`src/rtl/io16_debounce_pkg.sv`:
```
// Shared constants for the 16-channel switch debouncer.
package io16_debounce_pkg;

   localparam int unsigned NUM_CH         = 16;
   localparam int unsigned DEF_TICK_DIV   = 50;
   localparam int unsigned DEF_STABLE_CNT = 16;

   // Counter width able to hold 0..n-1, never narrower than one bit.
   function automatic int unsigned cnt_width(input int unsigned n);
      return (n > 1) ? $clog2(n) : 1;
   endfunction

endpackage

```
`src/rtl/io16_debounce_ch.sv`:
```
// One debounced switch channel: synchronizer, stability counter,
// accepted level, edge pulses and a clearable toggle bit.
module debounce_ch
   import io16_debounce_pkg::*;
#(
   parameter int unsigned STABLE_CNT = DEF_STABLE_CNT
)
(
   input  logic clk,
   input  logic reset,
   input  logic tick,
   input  logic raw,
   input  logic clr,
   output logic level,
   output logic rise,
   output logic fall,
   output logic toggle
);

   localparam int unsigned          CNT_W   = cnt_width(STABLE_CNT);
   localparam logic [CNT_W-1:0]     CNT_MAX = CNT_W'(STABLE_CNT - 1);

   logic             sync_q1;
   logic             sync_q2;
   logic [CNT_W-1:0] cnt;

   // Two-flop synchronizer for the asynchronous switch input.
   always_ff @(posedge clk) begin
      if (reset) begin
         sync_q1 <= 1'b0;
         sync_q2 <= 1'b0;
      end else begin
         sync_q1 <= raw;
         sync_q2 <= sync_q1;
      end
   end

   // Stability count per tick; pulses are registered alongside the level
   // so they coincide with the first cycle of the new level.
   always_ff @(posedge clk) begin
      if (reset) begin
         cnt   <= '0;
         level <= 1'b0;
         rise  <= 1'b0;
         fall  <= 1'b0;
      end else begin
         rise <= 1'b0;
         fall <= 1'b0;
         if (tick) begin
            if (sync_q2 == level) begin
               cnt <= '0;
            end else if (cnt == CNT_MAX) begin
               level <= sync_q2;
               cnt   <= '0;
               rise  <= sync_q2;
               fall  <= ~sync_q2;
            end else begin
               cnt <= cnt + 1'b1;
            end
         end
      end
   end

   // Toggle flips on each accepted rise; a clear takes priority.
   always_ff @(posedge clk) begin
      if (reset) begin
         toggle <= 1'b0;
      end else if (clr) begin
         toggle <= 1'b0;
      end else if (rise) begin
         toggle <= ~toggle;
      end
   end

endmodule

```
`src/rtl/io16_debounce.sv`:
```
// 16-channel switch debouncer: one shared sample-tick prescaler
// driving sixteen independent debounce_ch instances.
module io16_debounce
   import io16_debounce_pkg::*;
#(
   parameter int unsigned TICK_DIV   = DEF_TICK_DIV,
   parameter int unsigned STABLE_CNT = DEF_STABLE_CNT
)
(
   input  logic        clk,
   input  logic        reset,
   input  logic [15:0] sw_in,
   input  logic [15:0] toggle_clr,
   output logic [15:0] sw_level,
   output logic [15:0] sw_rise,
   output logic [15:0] sw_fall,
   output logic [15:0] sw_toggle,
   output logic        tick
);

   localparam int unsigned      PRE_W   = cnt_width(TICK_DIV);
   localparam logic [PRE_W-1:0] PRE_MAX = PRE_W'(TICK_DIV - 1);

   logic [PRE_W-1:0] pre_cnt;

   // Free-running prescaler 0..TICK_DIV-1.
   always_ff @(posedge clk) begin
      if (reset) begin
         pre_cnt <= '0;
      end else if (pre_cnt == PRE_MAX) begin
         pre_cnt <= '0;
      end else begin
         pre_cnt <= pre_cnt + 1'b1;
      end
   end

   assign tick = (pre_cnt == PRE_MAX);

   for (genvar g = 0; g < NUM_CH; g++) begin : g_ch
      debounce_ch #(
         .STABLE_CNT (STABLE_CNT)
      ) u_ch (
         .clk    (clk),
         .reset  (reset),
         .tick   (tick),
         .raw    (sw_in[g]),
         .clr    (toggle_clr[g]),
         .level  (sw_level[g]),
         .rise   (sw_rise[g]),
         .fall   (sw_fall[g]),
         .toggle (sw_toggle[g])
      );
   end

endmodule

```
`config.mk`:
```
export PLATFORM = sky130hd
export DESIGN_NAME = io16_debounce
export DESIGN_NICKNAME = d
export VERILOG_FILES = /design/src/rtl/io16_debounce_pkg.sv /design/src/rtl/io16_debounce_ch.sv /design/src/rtl/io16_debounce.sv
export SDC_FILE = /design/constraint.sdc
export NUM_CORES = 1
export LEC_CHECK = 0
export ABC_AREA = 1
export BUFFER_PORTS_ARGS = -buffer_cell sky130_fd_sc_hd__buf_4
export CORE_MARGIN = 2
export CORE_UTILIZATION = 51
export DETAILED_ROUTE_END_ITERATION = 6
export PLACE_DENSITY = 0.75
export SYNTH_ARGS = -nofsm -noshare
export SYNTH_HDL_FRONTEND = slang
export SYNTH_HIERARCHICAL = 1
export SYNTH_SLANG_ARGS = --single-unit
```
`constraint.sdc`:
```
create_clock -name clk -period 3.62 [get_ports clk]
set_input_delay 0.543 -clock clk [delete_from_list [all_inputs] [get_ports clk]]
set_output_delay 0.543 -clock clk [all_outputs]
set_load 0.02 [all_outputs]
```
* Word level (Yosys, flattened, before mapping)
Index checks and enable logic that the tools add are counted.
** Cells by class
- Bitwise operators :: 65
- Reductions and logical operators :: 49
- Equality and inequality tests :: 33
- Add/sub/neg operators :: 17
- Mux-type cells :: 32
** Operators by type and width (count)
- 4-bit two-way mux :: 32
- 1-bit inverter :: 65
- 4-bit by 1-bit adder with 4-bit output (second input constant) :: 16
- 4-bit == test (second input constant) :: 16
- 4-bit OR reduction :: 16
- 3-bit AND reduction :: 16
- 2-bit OR reduction :: 17
- 1-bit == test :: 16
- 6-bit by 1-bit adder with 6-bit output (second input constant) :: 1
- 6-bit == test (second input constant) :: 1
** Storage, ports and cells
- Word-level logic and storage cells :: 309
- Flip-flop bits (word level) :: 166
- Input bits :: 34
- Output and inout bits :: 65

* Depth between registers and ports, before layout
Gate-level depths: netlist (run 1).
- Depth after elaboration :: 3
- Depth in mapped cells :: 8

* By module
The synthesis (run 1) kept the hierarchy.
** By module, submodules not included
- debounce_ch (g_ch[0].u_ch ...) :: cells an instance 53, times used 15, area an instance 407.9 um^2
- debounce_ch (g_ch[14].u_ch) :: cells an instance 54, times used 1, area an instance 427.9 um^2
- io16_debounce :: cells an instance 37, times used 1, area an instance 309.0 um^2

* Least setup slack after synthesis (run 1)
Ideal clock, no wire load.
- Path kind :: register to register
- Start :: register pre_cnt[0]
- End :: register g_ch[0].u_ch.cnt[3]
- Arrival time :: 4014 ps
- Setup slack :: -460 ps
- Path buffers :: 0
- Cell stages (with the launch flop) :: 8
- Required time :: 3554 ps
- Period minus slack after synthesis :: 4080 ps
- Path through :: dfxtp_1 > ha_1 > nand3b_4 > nor2_1 > nand3_2 > nor2_2 > nand2_1 > a21oi_2
** Between the ends
- Longest elaborated chain between the ends :: 1
** Ends and longest elaborated chain
- start, declared :: RTL line io16_debounce.sv:24 : logic [PRE_W-1:0] pre_cnt;
- start signal, assigned :: RTL line io16_debounce.sv:33 : pre_cnt <= pre_cnt + 1'b1;
- 6-bit == test :: RTL line io16_debounce.sv:37 : assign tick = (pre_cnt == PRE_MAX);
- via tick :: RTL line io16_debounce.sv:18 : output logic tick
- end signal, assigned :: RTL line io16_debounce_ch.sv:58 : cnt <= cnt + 1'b1;
- end, declared :: RTL line io16_debounce_ch.sv:25 : logic [CNT_W-1:0] cnt;
The timed path passes the listed nets, and every way through them passes these cells.
A chain may end at the register's enable or synchronous reset.

* Worst setup path after layout (run 1)
- Start :: register pre_cnt[0]
- End :: output tick
** Between the ends
- Longest elaborated chain between the ends :: 1
** Ends and longest elaborated chain (RTL line)
- 6-bit == test :: io16_debounce.sv:37
- end, declared :: io16_debounce.sv:18
Every way passes these cells.

==> results of run 1 <==
## cells in the mapped netlist (all sizes together)
master and number:
nand2 211, dfxtp 166, inv 151, nor2 118
a21oi 80, nand3 52, o21ai 31, nand4 20
ha 18, nor4 16, o21a 16, o21bai 2
a211oi 1, buf 1, nand3b 1, xnor2 1
xor2 1
## where the power goes
part           total [mW]  leakage [nW]  internal (mW)  switching (mW)
clock                1.89         0.304           1.19           0.701
combinational       0.102          2.09         0.0465          0.0554
sequential           1.86          1.34           1.85          0.0136
total                3.86          3.74           3.09           0.770
## sequential cells by signal, indices dropped and copies added, names as in the netlist
signal	count
g_ch.u_ch/cnt	64
g_ch.u_ch/fall	16
g_ch.u_ch/level	16
g_ch.u_ch/rise	16
g_ch.u_ch/sync_q1	16
g_ch.u_ch/sync_q2	16
g_ch.u_ch/toggle	16
pre_cnt	6
## per-stage QoR
step           setup WS [ns]  utilization  instance area (µm²)  power [mW]
2_1_floorplan          0.640            -                 6860        1.94
3_3_place_gp            1.65        0.597                 7870        2.00
3_5_place_dp            1.62        0.597                 7870        2.00
4_1_cts                 1.16        0.645                 8500        3.91
5_1_grt                 1.07        0.645                 8500        4.00
6_report                1.20        0.645                 8500        3.86
## area by class of cell
cell class / count / area [µm²] / share of cell area
Sequential cell: 166 / 3320 / 0.391
Multi-Input combinational cell: 568 / 2970 / 0.349
Timing Repair Buffer: 104 / 793 / 0.0933
Inverter: 151 / 567 / 0.0667
Clock buffer: 21 / 460 / 0.0541
Tap cell: 176 / 220 / 0.0259
Clock inverter: 11 / 171 / 0.0202
## layer usage
metal	routed length (µm)	up-vias
li1	-	3057
met1	5800	2539
met2	5660	91
met3	537	15
met4	208	0
met5	0	-
## kinds of logic after synthesis
logic type,after synthesis
AOI/OAI and AO/OA,130
xor gates and xnor gates,2
buffers and inverters,152
adders and majority gates,18
and+or+nand+nor,418
DFF,166
## worst max path at each step
stage | start | endpoint | slack [ns] | cells past startpoint
2_1_floorplan | pre_cnt[0]$_SDFF_PP0_ | g_ch[0].u_ch/cnt[3]$_SDFFE_PP0P_ | 0.64 | 7
3_3_place_gp | pre_cnt[0]$_SDFF_PP0_ | tick | 1.65 | 5
3_5_place_dp | pre_cnt[0]$_SDFF_PP0_ | tick | 1.62 | 5
4_1_cts | pre_cnt[0]$_SDFF_PP0_ | tick | 1.16 | 5
5_1_grt | pre_cnt[0]$_SDFF_PP0_ | tick | 1.07 | 5
6_report | pre_cnt[0]$_SDFF_PP0_ | tick | 1.20 | 5
==> results_dict.tcl, run 1 <==
set metrics [dict create \
    cp_data_required_time_ns 3.08 \
    clk_latency_ns 0.42 \
    hold_path_class "in2reg" \
    clk_pin_slew_ns 0.06 \
    synth_compound_area_frac 0.112 \
    crit_top_cell "buf_4" \
    r2r-start "pre_cnt[0]$_SDFF_PP0_" \
    final_cells 1197 \
    cts_buffers 17 \
    worst_ir_drop_vdd_mv 0.333 \
    antenna_found_initial 0 \
    whs_ns 0.273 \
    ys_types 24 \
    worst_pin_slew_ns 0.511 \
    layout.cells.most_common "nand2_1" \
    initial_utilization 0.520 \
    startpoint_type "flop" \
    worstSetupEndpointType "output pin" \
    core_region_area_um2 13200 \
    met2_usage 0.313 \
    ys_seq_area_frac 0.485 \
    worstPathMaxFanout 14 \
    wl_per_cell_um 10.2 \
    firstDrtPassIters 4 \
    r2r-end "g_ch[7].u_ch/cnt[2]$_SDFFE_PP0P_" \
    ys_top_cells_by_area "dfxtp_1, nand2_1, inv_1" \
    cts_resized 0 \
    leakagePower_nw 3.74 \
    grtUsageTotal 0.183 \
    hold_violations 0 \
    period_needed_ns 2.42 \
    cts_tree "done" \
    setup_viol 0 \
    yosys.area.top_type_share 0.485 \
    antennaDiodeCount 0 \
    synth_top_family_by_area "simple AND/OR/NAND/NOR gates" \
    outcome "completed" \
    clk_path_buf_depth 2 \
    drt-total-wl_um 12200 \
    grt-ovfl-total 0 \
    grt_max_degree 43 \
    ff2ff_setup_slack_ns 1.68 \
    rows 42 \
    placed_cells 1165 \
    synth_simple_gate_area_frac 0.284 \
    htree_levels 4 \
    max_freq_mhz 412 \
    min_to "g_ch[12].u_ch/toggle$_SDFFE_PP0P_" \
    cpPeakStageDelay_ns 0.43 \
    yosys.area_share.xor_xnor 0.00256 \
    dp_hpwl_um 8600 \
    gr-usage-met3 0.0480 \
    synth_nets 938 \
    cts.sinks 166 \
    worstHoldPathCells 2 \
    synth_top_area_cell "dfxtp_1" \
    path_buf_inv 2 \
    grt_pass1_vias 5266 \
    remaining_drc_errors 0 \
    power_density_nw_per_um2 454 \
    synth_mux_area_frac 0 \
    dr_total_vias 5702 \
    cts_setup_buffers 0 \
    crit_chain "ha_1 -> nand3b_4 -> nor2_4 -> buf_4 -> buf_4" \
    min_from "toggle_clr[12]" \
    critPathSlowestCell "dfxtp_1" \
    cp_data_arrival_time_ns 1.88 \
    cts_hold_buf 0 \
    die_area_um2 14400 \
    grt_setup_unrepaired "no" \
    maxCapViolCount 0 \
    cp_top_family "buffers and inverters" \
    die-height_um 120 \
    slew_headroom 0.659 \
    final_antenna_net_count 0 \
    drtIter0Drc 280 \
    fin_crit_sh 0.670 \
    skew_ns 0.00469 \
    gp_congestion 0.793 \
    slew_viol_final 0 \
    vias_per_cell 4.76 \
    die_w_um 120 \
    top_usage_layer "met2" \
    yosys_warnings 6 \
    fill_cells 1167 \
    synthAdderAreaFrac 0.0329 \
    port_buffers 98 \
    final_cell_mix "nand2_1, dfxtp_1, inv_1, buf_4, nor2_1" \
    fin_tns_setup_ns 0 \
    cts_root_buf "clkbuf_16" \
    pin_count 99 \
    final_nets 1060 \
    avgSynthCellArea_um2 7.74 \
    reg2reg_depth 8 \
    synthesis.instances 886 \
    use_met1 0.219 \
    synth-seq-cells 166 \
    grt_pass1_wl_um 21900 \
    critPathKind "reg2out" \
    syn_to_final_growth_pct 24.0 \
    layout-drive-gt1-share 0.216 \
    syn_area_um2 6860 \
]
Note: power is estimated with default switching activity, not from simulation.
==> run 2, diff against run 1 <==
==> constraint.sdc (replaced) <==
create_clock -name clk -period 2.22 [get_ports clk]
set_input_delay 0.333 -clock clk [delete_from_list [all_inputs] [get_ports clk]]
set_output_delay 0.333 -clock clk [all_outputs]
set_load 0.02 [all_outputs]
==> results_dict.tcl, run 2 (synthesized netlist as in run 1, its figures left out) <==
set metrics [dict create \
    clk_pin_slew_ns 0.06 \
    fin_crit_sh 0.928 \
    drt-total-wl_um 12400 \
    grt_max_degree 41 \
    cts_setup_buffers 0 \
    whs_ns 0.0633 \
    dp_hpwl_um 8480 \
    worst_ir_drop_vdd_mv 0.698 \
    cpPeakStageDelay_ns 0.35 \
    critPathKind "reg2out" \
    slew_viol_final 0 \
    max_freq_mhz 485 \
    layout-drive-gt1-share 0.217 \
    grt_setup_unrepaired "no" \
    firstDrtPassIters 4 \
    vias_per_cell 4.75 \
    clk_path_buf_depth 2 \
    worst_pin_slew_ns 0.515 \
    grtUsageTotal 0.184 \
    crit_chain "inv_1 -> ha_2 -> nand3b_4 -> nor2_4 -> buf_12 -> buf_4" \
    startpoint_type "flop" \
    worstSetupEndpointType "output pin" \
    power_density_nw_per_um2 731 \
    worstPathMaxFanout 40 \
    final_nets 1059 \
    top_register "g_ch.u_ch/cnt" \
    core_region_area_um2 13200 \
    clk_latency_ns 0.42 \
    grt-ovfl-total 0 \
    port_buffers 98 \
    cts_root_buf "clkbuf_16" \
    outcome "completed" \
    pin_count 99 \
    cts_buffers 17 \
    remaining_drc_errors 0 \
    cts_tree "done" \
    syn_to_final_growth_pct 24.3 \
    cp_data_arrival_time_ns 1.73 \
    cts.sinks 166 \
    cts_hold_buf 0 \
    finalPower_mw 6.23 \
    final_util 0.646 \
    leakagePower_nw 3.74 \
    gp_congestion 0.818 \
    skew_ns 0.00777 \
    die_w_um 120 \
    final_cell_mix "nand2_1, dfxtp_1, inv_1, buf_4, nor2_1" \
    setup_viol 0 \
    cp_top_family "buffers and inverters" \
    maxCapViolCount 0 \
    die-height_um 120 \
    htree_levels 4 \
    antenna_found_initial 0 \
    period_needed_ns 2.06 \
    wl_per_cell_um 10.4 \
    fin_tns_setup_ns 0 \
    die_area_um2 14400 \
    initial_utilization 0.520 \
    slew_headroom 0.656 \
    cts_resized 0 \
    grt_pass1_wl_um 21800 \
    drtIter0Drc 291 \
    antennaDiodeCount 0 \
    grt_pass1_vias 5249 \
    path_buf_inv 3 \
    final_antenna_net_count 0 \
    cp_data_required_time_ns 1.89 \
    hold_path_class "in2reg" \
    hold_violations 0 \
    dr_total_vias 5678 \
    critPathSlowestCell "dfxtp_1" \
    largest_register_ffs 64 \
    rows 42 \
    layout.cells.most_common "nand2_1" \
]
-- run 2: cell types whose count changed in the layout (fill, tap and decap cells not counted), sizes merged --
cell,before,now
buf,104,103
inv,153,151
bufinv,4,3
clkinvlp,2,3
clkinv,3,1
clkbuf,21,24
-- run 2: layout make-up --
cell class	count	area, µm²
Clock buffer	24	502
Clock inverter	7	118
Fill cell	1164	4670
Inverter	151	567
Multi-Input combinational cell	568	2970
Sequential cell	166	3320
Tap cell	176	220
Timing Repair Buffer	103	823
-- run 2: worst paths after layout --
path / from / end / slack (ns) / cells after the start
worst min register to register: g_ch[8].u_ch/sync_q1$_SDFF_PP0_ / g_ch[8].u_ch/sync_q2$_SDFF_PP0_ / 0.40 / 2
worst max-delay path: pre_cnt[1]$_SDFF_PP0_ / tick / 0.16 / 6
worst max register to register: pre_cnt[1]$_SDFF_PP0_ / g_ch[9].u_ch/cnt[3]$_SDFFE_PP0P_ / 0.51 / 9
worst min-delay path: toggle_clr[1] / g_ch[1].u_ch/toggle$_SDFFE_PP0P_ / 0.06 / 2
-- run 2: power by group --
part / total (mW) / switching [mW] / internal, mW
sequential: 3.03 / 0.0223 / 3.01
clock: 3.02 / 1.11 / 1.91
combinational: 0.173 / 0.0926 / 0.0806
-- run 2: worst register-to-register path: cells and delay by family (launching register included) --
family | cells | cell delay, ns
AND/OR/NAND/NOR | 5 | 0.59
AO/OA/AOI/OAI | 1 | 0.10
flip-flops | 1 | 0.35
buffers and inverters | 2 | 0.41
adder cells (fa/ha/maj) | 1 | 0.19
-- run 2: through the flow --
step	setup WS (ns)	std cells	area, µm²
after floorplan	0.0345	886	6870
after global placement	0.576	1164	7910
after detailed placement	0.503	1164	7910
after CTS	0.133	1195	8520
after global routing	0.0490	1195	8520
final	0.159	1195	8520
-- run 2: per-layer routing --
metal	up-vias	share of wire	GRT usage
met1	2531	0.48	0.225
met3	13	0.033	0.0504
met2	78	0.47	0.307
met4	0	0.012	0.0706
met5	-	0	0
li1	3056	-	-
